[config.mk]
export PLATFORM = sky130hd
export DESIGN_NAME = vec_wb_skid_stage
export DESIGN_NICKNAME = d
export VERILOG_FILES = /design/src/rtl/vec_pipe_pkg.sv /design/src/rtl/vec_lane_select.sv /design/src/rtl/vec_wb_skid_stage.sv
export SDC_FILE = /design/constraint.sdc
export NUM_CORES = 1
export LEC_CHECK = 0
export BUFFER_PORTS_ARGS = -buffer_cell sky130_fd_sc_hd__buf_2
export CAP_MARGIN = 0
export CORE_AREA = 2 2 323 325
export CTS_CLUSTER_DIAMETER = 30
export CTS_CLUSTER_SIZE = 28
export DETAILED_ROUTE_END_ITERATION = 10
export DIE_AREA = 0 0 325 327
export PLACE_DENSITY = 0.49
export SLEW_MARGIN = 10
export SYNTH_ARGS = -nofsm -noshare
export SYNTH_HDL_FRONTEND = slang
export SYNTH_HIERARCHICAL = 1
export SYNTH_SLANG_ARGS = --single-unit
[constraint.sdc]
create_clock -name clk -period 4.5 [get_ports clk]
set_input_delay 0.45 -clock clk [delete_from_list [all_inputs] [get_ports clk]]
set_output_delay 0.45 -clock clk [all_outputs]
set_load 0.1 [all_outputs]
[src/rtl/vec_pipe_pkg.sv]
// Shared types and constants for the vector MEM->WB pipeline stage.
// Latency: n/a (types only).
// Backpressure: n/a (types only).
//
// lane_vec_t / wb_entry_t describe the default 16x16 configuration for users
// outside the stage; the stage itself rebuilds the entry type from its own
// parameters so it stays correct when LANES/N/RA_W are overridden.
package vec_pipe_pkg;

  localparam int LANES_DEF = 16;
  localparam int N_DEF     = 16;
  localparam int RA_W_DEF  = 4;

  typedef logic [LANES_DEF*N_DEF-1:0] lane_vec_t;

  typedef struct packed {
    lane_vec_t               result;
    logic [RA_W_DEF-1:0]     wa3;
    logic                    regwrite;
    logic [LANES_DEF-1:0]    lanemask;
  } wb_entry_t;

  // Occupancy encodings; the stage's control state is the occupancy itself.
  localparam logic [1:0] OCC_EMPTY = 2'd0;
  localparam logic [1:0] OCC_ONE   = 2'd1;
  localparam logic [1:0] OCC_FULL  = 2'd2;

  typedef enum logic [1:0] {
    ST_EMPTY = OCC_EMPTY,
    ST_ONE   = OCC_ONE,
    ST_FULL  = OCC_FULL
  } occ_state_e;

endpackage

[src/rtl/vec_lane_select.sv]
// Whole-vector 2:1 select between memory read data and ALU result.
// Latency: combinational.
// Backpressure: none (pure datapath).
//
// Ports: sel (1 = mem_data), mem_data / alu_data (LANES*N), result (LANES*N).
module vec_lane_select #(
  parameter int LANES = 16,
  parameter int N     = 16
) (
  input  logic               sel,
  input  logic [LANES*N-1:0] mem_data,
  input  logic [LANES*N-1:0] alu_data,
  output logic [LANES*N-1:0] result
);

  assign result = sel ? mem_data : alu_data;

endmodule

[src/rtl/vec_wb_skid_stage.sv]
// MEM->WB stage with a 2-entry skid buffer (head H + skid S), lane mask carry, flush.
// Latency: 1 cycle from accept to out_valid when empty; strict FIFO order.
// Backpressure: in_ready is !S.valid from a register, so out_ready never reaches in_ready combinationally.
//
// Ports: clk, reset (sync, active-high), flush; upstream in_valid/in_ready with
// in_rd, in_alu, in_wa3, in_regwrite, in_memtoreg, in_lanemask; downstream
// out_valid/out_ready with out_result, out_wa3, out_regwrite, out_lanemask;
// status occupancy (0..2) and saturating stall_cnt.
module vec_wb_skid_stage
  import vec_pipe_pkg::*;
#(
  parameter int LANES = 16,
  parameter int N     = 16,
  parameter int RA_W  = 4,
  parameter int CNT_W = 16
) (
  input  logic               clk,
  input  logic               reset,
  input  logic               flush,
  input  logic               in_valid,
  output logic               in_ready,
  input  logic [LANES*N-1:0] in_rd,
  input  logic [LANES*N-1:0] in_alu,
  input  logic [RA_W-1:0]    in_wa3,
  input  logic               in_regwrite,
  input  logic               in_memtoreg,
  input  logic [LANES-1:0]   in_lanemask,
  output logic               out_valid,
  input  logic               out_ready,
  output logic [LANES*N-1:0] out_result,
  output logic [RA_W-1:0]    out_wa3,
  output logic               out_regwrite,
  output logic [LANES-1:0]   out_lanemask,
  output logic [1:0]         occupancy,
  output logic [CNT_W-1:0]   stall_cnt
);

  typedef struct packed {
    logic [LANES*N-1:0] result;
    logic [RA_W-1:0]    wa3;
    logic               regwrite;
    logic [LANES-1:0]   lanemask;
  } entry_t;

  occ_state_e         state, state_nxt;
  entry_t             h_q, s_q, in_entry;
  logic [LANES*N-1:0] in_result;
  logic               acc, deq;
  logic               ld_h_in, ld_h_s, ld_s;

  // Select on entry so each slot stores a single lane vector.
  vec_lane_select #(.LANES(LANES), .N(N)) u_sel (
    .sel      (in_memtoreg),
    .mem_data (in_rd),
    .alu_data (in_alu),
    .result   (in_result)
  );

  assign in_entry = '{result: in_result, wa3: in_wa3,
                      regwrite: in_regwrite, lanemask: in_lanemask};

  // All handshake/status outputs derive only from registered state.
  assign out_valid    = (state != ST_EMPTY);
  assign in_ready     = (state != ST_FULL);
  assign occupancy    = state;
  assign out_result   = h_q.result;
  assign out_wa3      = h_q.wa3;
  assign out_regwrite = h_q.regwrite;
  assign out_lanemask = h_q.lanemask;

  assign acc = in_valid && in_ready;
  assign deq = out_valid && out_ready;

  always_ff @(posedge clk) begin
    if (reset) state <= ST_EMPTY;
    else       state <= state_nxt;
  end

  always_comb begin
    state_nxt = state;
    ld_h_in   = 1'b0;
    ld_h_s    = 1'b0;
    ld_s      = 1'b0;
    case (state)
      ST_EMPTY: begin
        if (acc) begin
          state_nxt = ST_ONE;
          ld_h_in   = 1'b1;
        end
      end
      ST_ONE: begin
        if (acc && deq) begin
          ld_h_in = 1'b1;
        end else if (acc) begin
          state_nxt = ST_FULL;
          ld_s      = 1'b1;
        end else if (deq) begin
          state_nxt = ST_EMPTY;
        end
      end
      ST_FULL: begin
        if (deq) begin
          state_nxt = ST_ONE;
          ld_h_s    = 1'b1;
        end
      end
      default: state_nxt = ST_EMPTY;
    endcase
    // Flush wins over both handshakes; the beat offered this cycle is dropped.
    if (flush) begin
      state_nxt = ST_EMPTY;
      ld_h_in   = 1'b0;
      ld_h_s    = 1'b0;
      ld_s      = 1'b0;
    end
  end

  always_ff @(posedge clk) begin
    if (reset) begin
      h_q <= '0;
      s_q <= '0;
    end else begin
      if (ld_h_in) begin
        h_q <= in_entry;
      end else if (ld_h_s) begin
        h_q <= s_q;
      end else if (state_nxt == ST_EMPTY) begin
        // Keeps out_regwrite low whenever the head is empty, so WB needs no gating.
        h_q.regwrite <= 1'b0;
      end
      if (ld_s) s_q <= in_entry;
    end
  end

  // Saturating stall counter; flush deliberately leaves it alone.
  always_ff @(posedge clk) begin
    if (reset) begin
      stall_cnt <= '0;
    end else if (out_valid && !out_ready && (stall_cnt != {CNT_W{1'b1}})) begin
      stall_cnt <= stall_cnt + {{(CNT_W-1){1'b0}}, 1'b1};
    end
  end

endmodule

Word-level counts from Yosys, hierarchy flattened
Cells that the tools add are included.
{"block": "word_totals", "register_bits": 572, "inputBits": 539, "output_inout_bits": 297, "word_cells": 49}
{"block": "classes", "add_sub_neg": 1, "n_eq_ne": 4, "muxes": 23, "reduce_logical": 11}
{"op": "$mux W277", "count": 1}
{"op": "$mux W260", "count": 1}
{"op": "$mux W256", "count": 1}
{"op": "$add A16 B1 Y16 const B", "count": 1}
{"op": "$mux W16", "count": 1}
{"op": "$ne A16 B16 Y1 const B", "count": 1}
{"op": "$mux W2", "count": 6}
{"op": "$mux W1", "count": 11}
{"op": "$pmux W2 S3", "count": 1}
{"op": "$logic_and A1 B1 Y1", "count": 5}
{"op": "$logic_not A2 Y1", "count": 2}
{"op": "$reduce_bool A2 Y1", "count": 2}
{"op": "$reduce_bool A3 Y1", "count": 1}
{"op": "$eq A2 B1 Y1 const B", "count": 1}
{"op": "$eq A2 B2 Y1 const B", "count": 1}
{"op": "$ne A2 B2 Y1 const B", "count": 1}
{"op": "$pmux W1 S2", "count": 1}
{"op": "$logic_not A1 Y1", "count": 1}

Longest topological paths before layout
Gate-level depths: netlist of the first run.
{"block": "depth", "depth_word": 11, "depth_mapped": 9, "mapped_depth_nobuf": 5}

Modules after synthesis
The synthesis of the first run kept the hierarchy.
{"module": "vec_wb_skid_stage", "instances": 1, "cells_each": 2561, "area_per_inst_um2": 22814.4, "seq_area_each_um2": 11451.0}
{"module": "vec_lane_select", "instances": 1, "cells_each": 284, "area_per_inst_um2": 3188.1, "seq_area_each_um2": 0.0}

Worst setup path after synthesis of the first run
Ideal clock, no wire load.
{"block": "synth_timing", "path_type": "reg-to-reg", "from": "register state[1], in the netlist occupancy[1]", "to": "register h_q (netlist bit out_result[147])", "setup_time_ps": 138, "arrival_time_ps": 2568, "required_time_ps": 4362, "path_slack_ps": 1795, "stages_incl_launch_ff": 10, "n_path_buf": 4, "period_less_slack_ps": 2705, "cell_sequence": "dfxtp_1 buf_4 nor2b_4 inv_2 nor3b_2 buf_4 buf_12 buf_12 mux2i_1 a211oi_1"}
{"block": "synth_via", "elab_chain_cells": 7, "word_cells_on_any_way": 17, "classes_between": "eq/ne (3); mux (8); reduce/logical (6)"}
{"element": "start: declaration", "line": "vec_wb_skid_stage.sv:45", "rtl": "occ_state_e state, state_nxt;"}
{"element": "start signal: assignment", "line": "vec_wb_skid_stage.sv:76", "rtl": "else state <= state_nxt;"}
{"element": "$ne A2 B2 Y1 *", "line": "vec_wb_skid_stage.sv:64", "rtl": "assign in_ready = (state != ST_FULL);"}
{"element": "via in_ready", "line": "vec_wb_skid_stage.sv:21", "rtl": "output logic in_ready,"}
{"element": "$logic_and A1 B1 Y1 *", "line": "vec_wb_skid_stage.sv:71", "rtl": "assign acc = in_valid && in_ready;"}
{"element": "$logic_and A1 B1 Y1", "line": "vec_wb_skid_stage.sv:92", "rtl": "if (acc && deq) begin"}
{"element": "$mux W1", "line": "vec_wb_skid_stage.sv:92"}
{"element": "$pmux W1 S2 *", "line": "vec_wb_skid_stage.sv:84", "rtl": "case (state)"}
{"element": "$mux W1 *", "line": "vec_wb_skid_stage.sv:110", "rtl": "if (flush) begin"}
{"element": "$mux W277 / $reduce_bool A2 Y1 (equally long branches)"}
{"element": "end signal: assignment", "line": "vec_wb_skid_stage.sv:124", "rtl": "h_q <= in_entry;"}
{"element": "end signal: assignment", "line": "vec_wb_skid_stage.sv:126", "rtl": "h_q <= s_q;"}
{"element": "end: declaration", "line": "vec_wb_skid_stage.sv:46", "rtl": "entry_t h_q, s_q, in_entry;"}
Mark *: on every way through the listed nets, which the timed path passes. The rest lies on a longest branch.
A chain may end at the register's enable or synchronous reset.

Worst setup path in the final report of the first run
{"block": "layout_timing", "from": "register state[1], in the netlist occupancy[1]", "to": "register s_q[22] in the netlist's numbering"}
{"block": "layout_via", "elab_chain_cells": 6, "word_cells_on_any_way": 10, "classes_between": "eq/ne (2); mux (4); reduce/logical (4)"}
{"element": "$ne A2 B2 Y1 / $reduce_bool A2 Y1 (equally long branches)", "line": "vec_wb_skid_stage.sv:64, vec_wb_skid_stage.sv:63"}
{"element": "$logic_and A1 B1 Y1 (on tied branches)", "line": "vec_wb_skid_stage.sv:71, vec_wb_skid_stage.sv:72"}
{"element": "$mux W1 / $logic_and A1 B1 Y1 (equally long branches)", "line": "vec_wb_skid_stage.sv:94, vec_wb_skid_stage.sv:92"}
{"element": "$mux W1", "line": "vec_wb_skid_stage.sv:92"}
{"element": "$mux W1 *", "line": "vec_wb_skid_stage.sv:84"}
{"element": "$mux W1 *", "line": "vec_wb_skid_stage.sv:110"}
{"element": "end signal: assignment", "line": "vec_wb_skid_stage.sv:131", "rtl": "if (ld_s) s_q <= in_entry;"}
{"element": "end: declaration", "line": "vec_wb_skid_stage.sv:46"}
Every way passes the cells marked *; elsewhere a longest branch is shown, timed or not.

==> results of run 1 <==
-- per-layer routing --
layer  wire (µm)  vias to the layer above  GRT usage, %  share of wire [%]
met2       43100                      645         27.05                 50
met4        1964                        2         5.304                2.3
met1       36420                    10795         18.58                 42
li1            -                    11620             -                  -
met5          13                        -             0              0.015
met3        5485                      141         4.614                6.3
-- worst register-to-register path, cell delays in order, from the launching register on --
cell and delay (ns):
dfxtp_1 0.51, nor3b_1 0.20, nand2_4 0.11, buf_12 0.53
buf_4 0.95, nand2_1 0.16, a21oi_1 0.19
-- power by group --
part           total, W  switching, W  internal [W]
Sequential      0.00540      0.000104       0.00529
Combinational   0.00269       0.00202      0.000673
Clock            0.0103       0.00312       0.00722
-- per-stage QoR --
stage | area [µm²] | setup WS [ns] | hold WS [ns]
after floorplan | 26000 | 1.795 | 0.4360
after global placement | 30970 | 1.757 | 0.4425
after detailed placement | 30970 | 1.690 | 0.4470
after CTS | 36180 | 1.782 | 0.06869
after global routing | 36180 | 1.560 | 0.1152
final | 36180 | 1.785 | 0.1436
-- area by class of cell --
type / count / share of cell area [%]
Clock buffer: 220 / 12.33
Clock inverter: 49 / 1.425
Inverter: 7 / 0.07262
Multi-Input combinational cell: 2015 / 35.70
Sequential cell: 572 / 31.65
Tap cell: 1380 / 4.772
Timing Repair Buffer: 915 / 14.05
-- state kept, by name, summed over array words and instances (netlist names) --
register      flops
out_wa3           4
occupancy         2
s_q             277
out_result      256
out_regwrite      1
stall_cnt        16
out_lanemask     16
-- path summary, 6_finish.rpt --
kind	cells past startpoint	slack, ns	endpoint	startpoint
worst max-delay path	6	1.79	s_q[22]	occupancy[1]
worst max register to register	6	1.79	s_q[22]	occupancy[1]
worst min-delay path	4	0.14	s_q[177]	in_alu[156]
worst min register to register	2	0.45	s_q[122]	s_q[122]
-- placed cells by master (no fill, tap or decap), types with 2 or more instances in the layout --
cell           Yosys  final
mux2_2           264    264
a211oi_1         281    281
nor3_1             6      6
nor2_1           290    290
inv_6              0      5
clkbuf_8           0     36
nor4_1             2      2
nand3_1            4      4
clkbuf_16          0    154
inv_1              6      6
nand4_1            2      2
clkinv_2           0     31
dfxtp_1          572    572
buf_4              7     39
a21oi_1          287    287
o41ai_1            4      4
clkbuf_1         141     30
clkinv_8           0      3
buf_2             43    833
nand2_1          559    558
bufinv_16          0      8
dlygate4sd3_1      0     23
buf_12            22     18
buf_8              5      2
nand2b_1           3      2
or4_1              3      3
nor2b_1           10     10
mux2i_1          278    278
or2_2              3      3
-- cell families (layout without fill, tap and decap cells) --
kind of cell / count (synthesis) / in the layout
AND/OR/NAND/NOR: 890 / 890
AO/OA/AOI/OAI: 581 / 581
flip-flops: 572 / 572
multiplexers: 542 / 542
buffers and inverters: 258 / 1191
adder cells (fa/ha/maj): 1 / 1
XOR/XNOR: 1 / 1
==> flow_summary_export.csv, run 1 <==
group,metric,value,unit
setup_path,crit_path_end_kind,"flop",
global_route,antenna_found_initial,3,
synthesis,yosysWarnings,6,
clock_tree,cts-resized-gates,0,
clock_tree,cts-root-buf,"clkbuf_16",
global_route,grt_usage,15.69,%
run,drv_cap,0,
setup_path,worst_path_largest_cell_delay,0.81,ns
drt,drc,0,
synthesis,seq_area_frac_synth,44.04,%
clock_tree,cts_tree,"done",
synthesis,synth_common_cells,"dfxtp_1 (572), nand2_1 (559), nor2_1 (290), a21oi_1 (287), a211oi_1 (281)",
synthesis,muxShareOfSynthArea,22.13,%
final_layout,drive_gt1_share,37.27,%
timing,maxSlewHeadroom,38.57,%
worst_hold_path,min_path_type,"in2reg",
synthesis,syn_area,0.02600,mm²
drt,vias,23203,
pwr,p_leak,14.21,nW
die,die_area,0.1063,mm²
die,die_y,327,µm
final_layout,nNetsFinal,4201,
synthesis,synth.top_cell.area_share,44.04,%
placed_design,numPortBuffers,835,
die,die_x,325,µm
placed_design,place_congestion,0.7884,
final_layout,post-route-util,35.16,%
placed_design,dpl.hpwl,60490,µm
timing,min_period,2.715,ns
clock_tree,cts_num_sinks,572,
synthesis,synth-simple-area-share,13.32,%
placed_design,placedCellCount,4866,
timing,fin_setup_tns,0,ns
clock_tree,h-tree-depth,4,
timing,worstMarginPinSlew,0.9214,ns
setup_path,arrival,3.34,ns
drt,first_pass_iters,5,
drt,drtIter0Drc,1054,
die,initial_core_util,25.27,%
pwr,p_total,0.01843,W
synthesis,synth_seq_cells,572,
timing,rsz0062_at_grt,"false",
timing,skew,0.01290,ns
setup_path,critical_path.top_delay_family,"buffers and inverters",
synthesis,synthTopCellsByArea,"dfxtp_1 (44%), mux2_2 (11%), mux2i_1 (11%)",
global_route,grt_start_max_net_pins,146,
timing,post-route-period-util,60.33,%
die,num_rows,118,
setup_path,worst-setup-path-type,"reg2reg",
clock_tree,postCtsSetupBuffers,0,
global_route,grt_pass1_wl,132800,µm
final_layout,insertedDiodeCount,0,
synthesis,ys_types,44,
clock_tree,holdBufCountCts,23,
drt,drtAntennaViolNets,0,
setup_path,worstPathRequired,5.12,ns
clock_tree,clk_pin_slew_worst_paths,0.04,ns
synthesis,synth.most_common_cell,"dfxtp_1",
timing,fmax,0.3684,GHz
synthesis,synth_adder_area_share,0.04812,%
setup_path,critPathBufInv,2,
timing,finalMaxSlewViolations,0,
setup_path,crit_chain,"nor3b_1 > nand2_4 > buf_12 > buf_4 > nand2_1 > a21oi_1",
final_layout,regArea,0.01145,mm²
final_layout,multi_input_area,0.01292,mm²
clock_tree,clkLatencyLatePin,0.71,ns
die,coreArea,0.1029,mm²
synthesis,synthArstFlopShare,0,%
synthesis,synthFlopType,"dfxtp_1",
global_route,grt.overflow.total,0,
drt,routed_wl,86980,µm
setup_path,cp_slowest_cell,"buf_4",
synthesis,synth_compound_area_share,14.05,%
final_layout,fillers,10752,
synthesis,synth_top_family_by_area,"multiplexers",
synthesis,avgSynthCellArea,9.140,µm²
clock_tree,numCtsBuffers,150,
drt,post_drt_via_cell_ratio,4.498,
drt,wl_per_cell,16.86,µm
synthesis,syn-instance-count,2845,
pwr,power_density,509.3,mW/mm²
timing,finalHoldViolations,0,
status,status,"completed",
synthesis,synth_xor_area_share,0.03368,%
timing,setup_viol,0,
final_layout,final_cells,5158,
synthesis,synth_top_area_cell,"dfxtp_1",
setup_path,start_kind,"flop",
clock_tree,clk_path_buf_depth,3,
die,pin_count,836,
pwr,peakVddDrop,0.3357,mV
synthesis,synth_edf_count,0,
final_layout,areaGrowthSynthToFinish,39.14,%
global_route,grt_pass1_vias,22905,
setup_path,cp_max_fo,145,
synthesis,syn_nets,3385,
(Power assumes the default switching activity.)
==> inputs of run 2 (changes only) <==
Settings changed: PLACE_DENSITY 0.49 to 0.5.
Clock period 4.5 ns to 2.3 ns, I/O delays scaled along.
==> run 2 against run 1 <==
Compared with the run above:
- clock skew grew 0.013 ns
- via count grew 12%
- die area is the same
- total power grew 110%
- critical path depth grew 1
- final cell count grew 12%
- register-to-register slack lost 1.6 ns
- cell area grew 18%
- utilization grew 6.2 points
- non-clock buffer count grew 615
- critical endpoint is now s_q[12]
- largest power group unchanged
==> flow_summary_export.csv, run 2 (synthesis results as in run 1) <==
group,metric,value,unit
drt,vias,26065,
timing,finalMaxSlewViolations,0,
final_layout,fillers,10070,
timing,fin_setup_tns,0,ns
timing,post-route-period-util,90.78,%
die,num_rows,118,
setup_path,worstPathRequired,2.92,ns
global_route,grt.overflow.total,0,
clock_tree,cts-root-buf,"clkbuf_16",
drt,first_pass_iters,7,
die,pin_count,836,
final_layout,largest-register,"s_q",
timing,skew,0.02603,ns
global_route,antenna_found_initial,4,
clock_tree,cts_num_sinks,572,
final_layout,largest_reg_flops,277,
timing,maxSlewHeadroom,60.36,%
drt,post_drt_via_cell_ratio,4.517,
run,drv_cap,0,
timing,min_period,2.088,ns
clock_tree,clk_pin_slew_worst_paths,0.04,ns
pwr,p_total,0.03790,W
drt,drtIter0Drc,1321,
clock_tree,clk_path_buf_depth,3,
placed_design,dpl.hpwl,63930,µm
final_layout,regArea,0.01147,mm²
worst_hold_path,min_path_type,"in2reg",
die,die_area,0.1063,mm²
setup_path,r2r_cells,7,
placed_design,place_area,0.03189,mm²
timing,finalHoldViolations,0,
die,coreArea,0.1029,mm²
status,status,"completed",
setup_path,start_kind,"flop",
setup_path,worst-setup-path-type,"reg2reg",
global_route,grt_pass1_wl,151800,µm
clock_tree,clkLatencyLatePin,0.71,ns
setup_path,cp_max_fo,45,
drt,wl_per_cell,16.99,µm
placed_design,place_congestion,0.7886,
clock_tree,cts_tree,"done",
timing,rsz0062_at_grt,"false",
global_route,grt_usage,17.82,%
final_layout,nNetsFinal,4813,
global_route,grt_pass1_vias,26634,
timing,worstMarginPinSlew,0.5946,ns
final_layout,areaGrowthSynthToFinish,63.72,%
drt,drtAntennaViolNets,0,
drt,routed_wl,98060,µm
pwr,power_density,890.2,mW/mm²
placed_design,numPortBuffers,835,
final_layout,drive_gt1_share,34.28,%
final_layout,final_common_cell,"buf_2",
die,die_x,325,µm
clock_tree,h-tree-depth,4,
final_layout,stdcell_area,0.04257,mm²
timing,fmax,0.4789,GHz
global_route,grt_start_max_net_pins,96,
clock_tree,numCtsBuffers,147,
die,initial_core_util,25.27,%
worst_hold_path,hold_depth,4,
timing,setup_viol,0,
die,die_y,327,µm
setup_path,arrival,2.71,ns
drt,drc,0,
pwr,peakVddDrop,0.5571,mV
timing,setup_ws,0.2120,ns
placed_design,dpl_worst_slack,0.3150,ns
pwr,p_leak,16.99,nW
final_layout,mostFrequentLayoutCells,"buf_2 (833), dfxtp_1 (559), nand2_1 (558)",
setup_path,crit_path_end_kind,"flop",
final_layout,multi_input_area,0.01292,mm²
-- run 2: cell types whose count changed in the layout (fill, tap and decap cells not counted), sizes merged --
| cell | previous run | this run |
|---|---|---|
| clkinv | 34 | 32 |
| diode | 0 | 4 |
| dlygate4sd3 | 23 | 555 |
| bufinv | 8 | 18 |
| inv | 13 | 11 |
| buf | 892 | 975 |
| clkbuf | 220 | 202 |
| clkinvlp | 1 | 7 |
-- run 2: power by group --
| group | internal [W] | switching, W |
|---|---|---|
| Combinational | 0.00214 | 0.00419 |
| Clock | 0.0148 | 0.00620 |
| Sequential | 0.0104 | 0.000231 |
| Total | 0.0273 | 0.0106 |
-- run 2: critical path: stages, from the launching register on --
cell and delay [ns]:
dfxtp_4 0.37, nor3b_1 0.20, buf_4 0.17, and2_4 0.18
buf_12 0.21, nand2_1 0.09, a21oi_1 0.12, dlygate4sd3_1 0.57
-- run 2: stage by stage --
| step | utilization, % | cells | hold WS, ns |
|---|---|---|---|
| 6_report | 41.37 | 5771 | 0.04260 |
| 3_5_place_dp | 30.99 | 4949 | 0.4463 |
| 2_1_floorplan | - | 2845 | 0.2971 |
| 4_1_cts | 41.36 | 5767 | 0.001503 |
| 3_3_place_gp | 30.99 | 4949 | 0.4416 |
| 5_1_grt | 41.37 | 5770 | 0.01120 |
-- run 2: final cells by class --
cell class	count	share of cell area [%]
clock inverter	61	2.016
antenna	4	0.02351
multi-input combinational	2015	30.35
clock buffer	202	9.990
timing repair buffer	1530	26.56
sequential	572	26.95
inverter	7	0.06172
tap	1380	4.056
-- run 2: final timing paths --
check	start	end	slack (ns)
max	occupancy[1]	s_q[12]	0.21
min	in_rd[4]	out_result[4]	0.04
max reg2reg	occupancy[1]	s_q[12]	0.21
min reg2reg	s_q[22]	s_q[22]	0.45
-- run 2: metal layers --
metal  routed length (µm)  global-route usage [%]
met1                40580                   21.08
met2                48530                   30.75
met3                 5667                   4.408
met4                 3285                   7.387
met5                    0                       0
-- run 2: repair_timing --
item	CTS	global route
setup endpoints to repair	0	1
setup buffers	0	0
gates resized for setup	0	1
hold buffers	555	0
hold endpoints to repair	428	0
==> inputs of run 3 (changes only) <==
Clock period 2.3 ns to 1.9 ns, I/O delays scaled along.
==> run 3 against run 2 <==
Compared with the run above:
- the run now ends with negative setup slack left
- register-to-register slack worse by 0.23 ns
- worst setup slack got worse by 0.23 ns
- clock skew is 0.0040 ns higher
- worst hold slack gained 0.015 ns
- largest power group unchanged
==> flow_summary_export.csv, run 3 (synthesis results as in run 1) <==
group,metric,value,unit
setup_path,r2r_cells,8,
placed_design,placedCellCount,4980,
die,coreArea,0.1029,mm²
drt,routed_wl,99740,µm
setup_path,r2r_end,"out_result[76]",
timing,fin_setup_tns,-0.05150,ns
die,pin_count,836,
global_route,grt_usage,17.72,%
clock_tree,clk_path_buf_depth,3,
final_layout,final_cells,5811,
drt,vias,26270,
pwr,p_leak,17.19,nW
placed_design,numPortBuffers,835,
setup_path,rr_startpoint,"occupancy[0]",
run,drv_cap,0,
placed_design,place_congestion,0.8961,
final_layout,final_common_cell,"buf_2",
setup_path,arrival,2.47,ns
drt,drtAntennaViolNets,0,
timing,fmax,0.5218,GHz
final_layout,drive_gt1_share,35.37,%
die,die_area,0.1063,mm²
timing,post-route-period-util,100.9,%
die,die_y,327,µm
pwr,p_total,0.04470,W
pwr,p_int,0.03204,W
global_route,grt.overflow.total,0,
worst_hold_path,min_path_type,"in2reg",
final_layout,fillers,10046,
timing,min_period,1.917,ns
final_layout,largest_reg_flops,277,
final_layout,mostFrequentLayoutCells,"buf_2 (830), nand2_1 (558), dlygate4sd3_1 (558)",
pwr,peakVddDrop,0.7260,mV
die,initial_core_util,25.27,%
placed_design,dpl.hpwl,67340,µm
final_layout,stdcell_area,0.04303,mm²
setup_path,cp_max_fo,14,
timing,rsz0062_at_grt,"true",
pwr,power.share.switching,28.34,%
setup_path,crit_path_end_kind,"flop",
clock_tree,h-tree-depth,4,
pwr,clockPowerShare,54.2,%
drt,post_drt_via_cell_ratio,4.521,
worst_hold_path,hold_start,"in_alu[56]",
drt,drc,0,
clock_tree,clk_pin_slew_worst_paths,0.04,ns
final_layout,largest-register,"s_q",
pwr,p_comb_share,17.2,%
worst_hold_path,hold_path_end,"out_result[56]",
status,status,"complete, but fails checks",
global_route,grt_start_max_net_pins,56,
die,num_rows,118,
global_route,antenna_found_initial,2,
setup_path,rrSetupSlack,-0.02,ns
clock_tree,cts_num_sinks,572,
global_route,grt_pass1_wl,150300,µm
timing,setup_ws,-0.01657,ns
setup_path,worstPathRequired,2.45,ns
pwr,power_density,1039,mW/mm²
status,violations,"negative setup slack",
setup_path,worst_path_largest_cell_delay,0.38,ns
timing,setup_viol,9,
global_route,grt_pass1_vias,26696,
final_layout,nNetsFinal,4856,
clock_tree,cts-root-buf,"clkbuf_16",
setup_path,start_kind,"flop",
clock_tree,numCtsBuffers,143,
timing,maxSlewHeadroom,59.93,%
clock_tree,cts_tree,"done",
clock_tree,clkLatencyLatePin,0.70,ns
drt,drtIter0Drc,1347,
pwr,p_sw,0.01267,W
timing,finalHoldViolations,0,
timing,skew,0.03005,ns
final_layout,areaGrowthSynthToFinish,65.49,%
timing,worstMarginPinSlew,0.6052,ns
setup_path,cp_slowest_cell,"dfxtp_4",
setup_path,crit_chain,"nor2b_4 > inv_8 > nor3b_4 > buf_4 > buf_12 > clkbuf_16 > mux2i_1 > a211oi_1",
timing,finalMaxSlewViolations,0,
drt,wl_per_cell,17.16,µm
worst_hold_path,hold_depth,4,
placed_design,place_area,0.03221,mm²
setup_path,worst-setup-path-type,"reg2reg",
drt,first_pass_iters,5,
die,die_x,325,µm
pwr,seqPwrFrac,28.6,%
==> run 3: changes by cell type in the layout (fill, tap and decap cells not counted), sizes merged <==
cell | previous run | this run
buf | 975 | 1013
bufinv | 18 | 14
clkbuf | 202 | 199
dlygate4sd3 | 555 | 558
inv | 11 | 14
clkinv | 32 | 34
clkinvlp | 7 | 9
diode | 4 | 3
==> run 3: per-stage QoR <==
| step | worst slack [ns] | hold slack [ns] | util, % |
|---|---|---|---|
| after CTS | -0.02314 | 0.0008418 | 41.50 |
| after detailed placement | -0.006678 | 0.4463 | 31.30 |
| after floorplan | -0.1593 | 0.2571 | - |
| after global placement | 0.04168 | 0.4409 | 31.30 |
| after global routing | -0.09459 | 0.02231 | 41.81 |
| final | -0.01657 | 0.05731 | 41.82 |
==> run 3: repair_timing <==
item / in CTS / in global routing
hold endpoints to repair: 531 / 0
hold buffers: 558 / 0
gates resized for setup: 8 / 36
setup buffers: 2 / 6
gates cloned: 0 / 5
setup endpoints to repair: 6 / 177
pin swaps: 0 / 2
==> run 3: area by class of cell <==
cell class / count / area [µm²] / area share [%]
inverters: 7 / 33.78 / 0.07850
repair buffers: 1577 / 11880 / 27.61
clock inverters: 64 / 744.5 / 1.730
clock buffers: 193 / 4115 / 9.563
multi-input cells: 2015 / 13020 / 30.25
diodes: 3 / 7.507 / 0.01745
flip-flops and latches: 572 / 11510 / 26.74
well taps: 1380 / 1727 / 4.012
==> run 3: worst max-delay path by stage <==
stage | start | slack [ns] | end | depth (start not counted)
after floorplan | occupancy[1] | -0.16 | out_result[147] | 9
after global placement | occupancy[1] | 0.04 | out_result[140] | 7
after detailed placement | occupancy[0] | -0.007 | out_result[84] | 7
after CTS | occupancy[1] | -0.02 | out_result[84] | 7
after global routing | occupancy[1] | -0.09 | out_result[182] | 8
final | occupancy[0] | -0.02 | out_result[76] | 8
==> run 3: critical path, delay by kind of cell (launching register included) <==
family                 cells  cell delay (ns)
and+or+nand+nor            2             0.43
buffers and inverters      4             0.61
muxes                      1             0.20
AOI/OAI and AO/OA          1             0.09
DFF                        1             0.38
==> run 3: power groups by stage <==
stage	Combinational, W	Sequential, W	Clock, W
after CTS	0.00766	0.0128	0.0247
final	0.00770	0.0128	0.0242
after global placement	0.00651	0.0130	0
after global routing	0.00804	0.0128	0.0254
after detailed placement	0.00654	0.0130	0
after floorplan	0.00174	0.0159	0
==> run 3: layer usage <==
layer	GRT usage [%]	up-vias	part of all wire (%)	routed length, µm
li1	-	12921	-	-
met1	20.56	12387	41	41230
met2	30.17	749	49	48400
met3	5.177	211	6.3	6288
met4	8.011	2	3.8	3807
met5	0	-	0.010	10
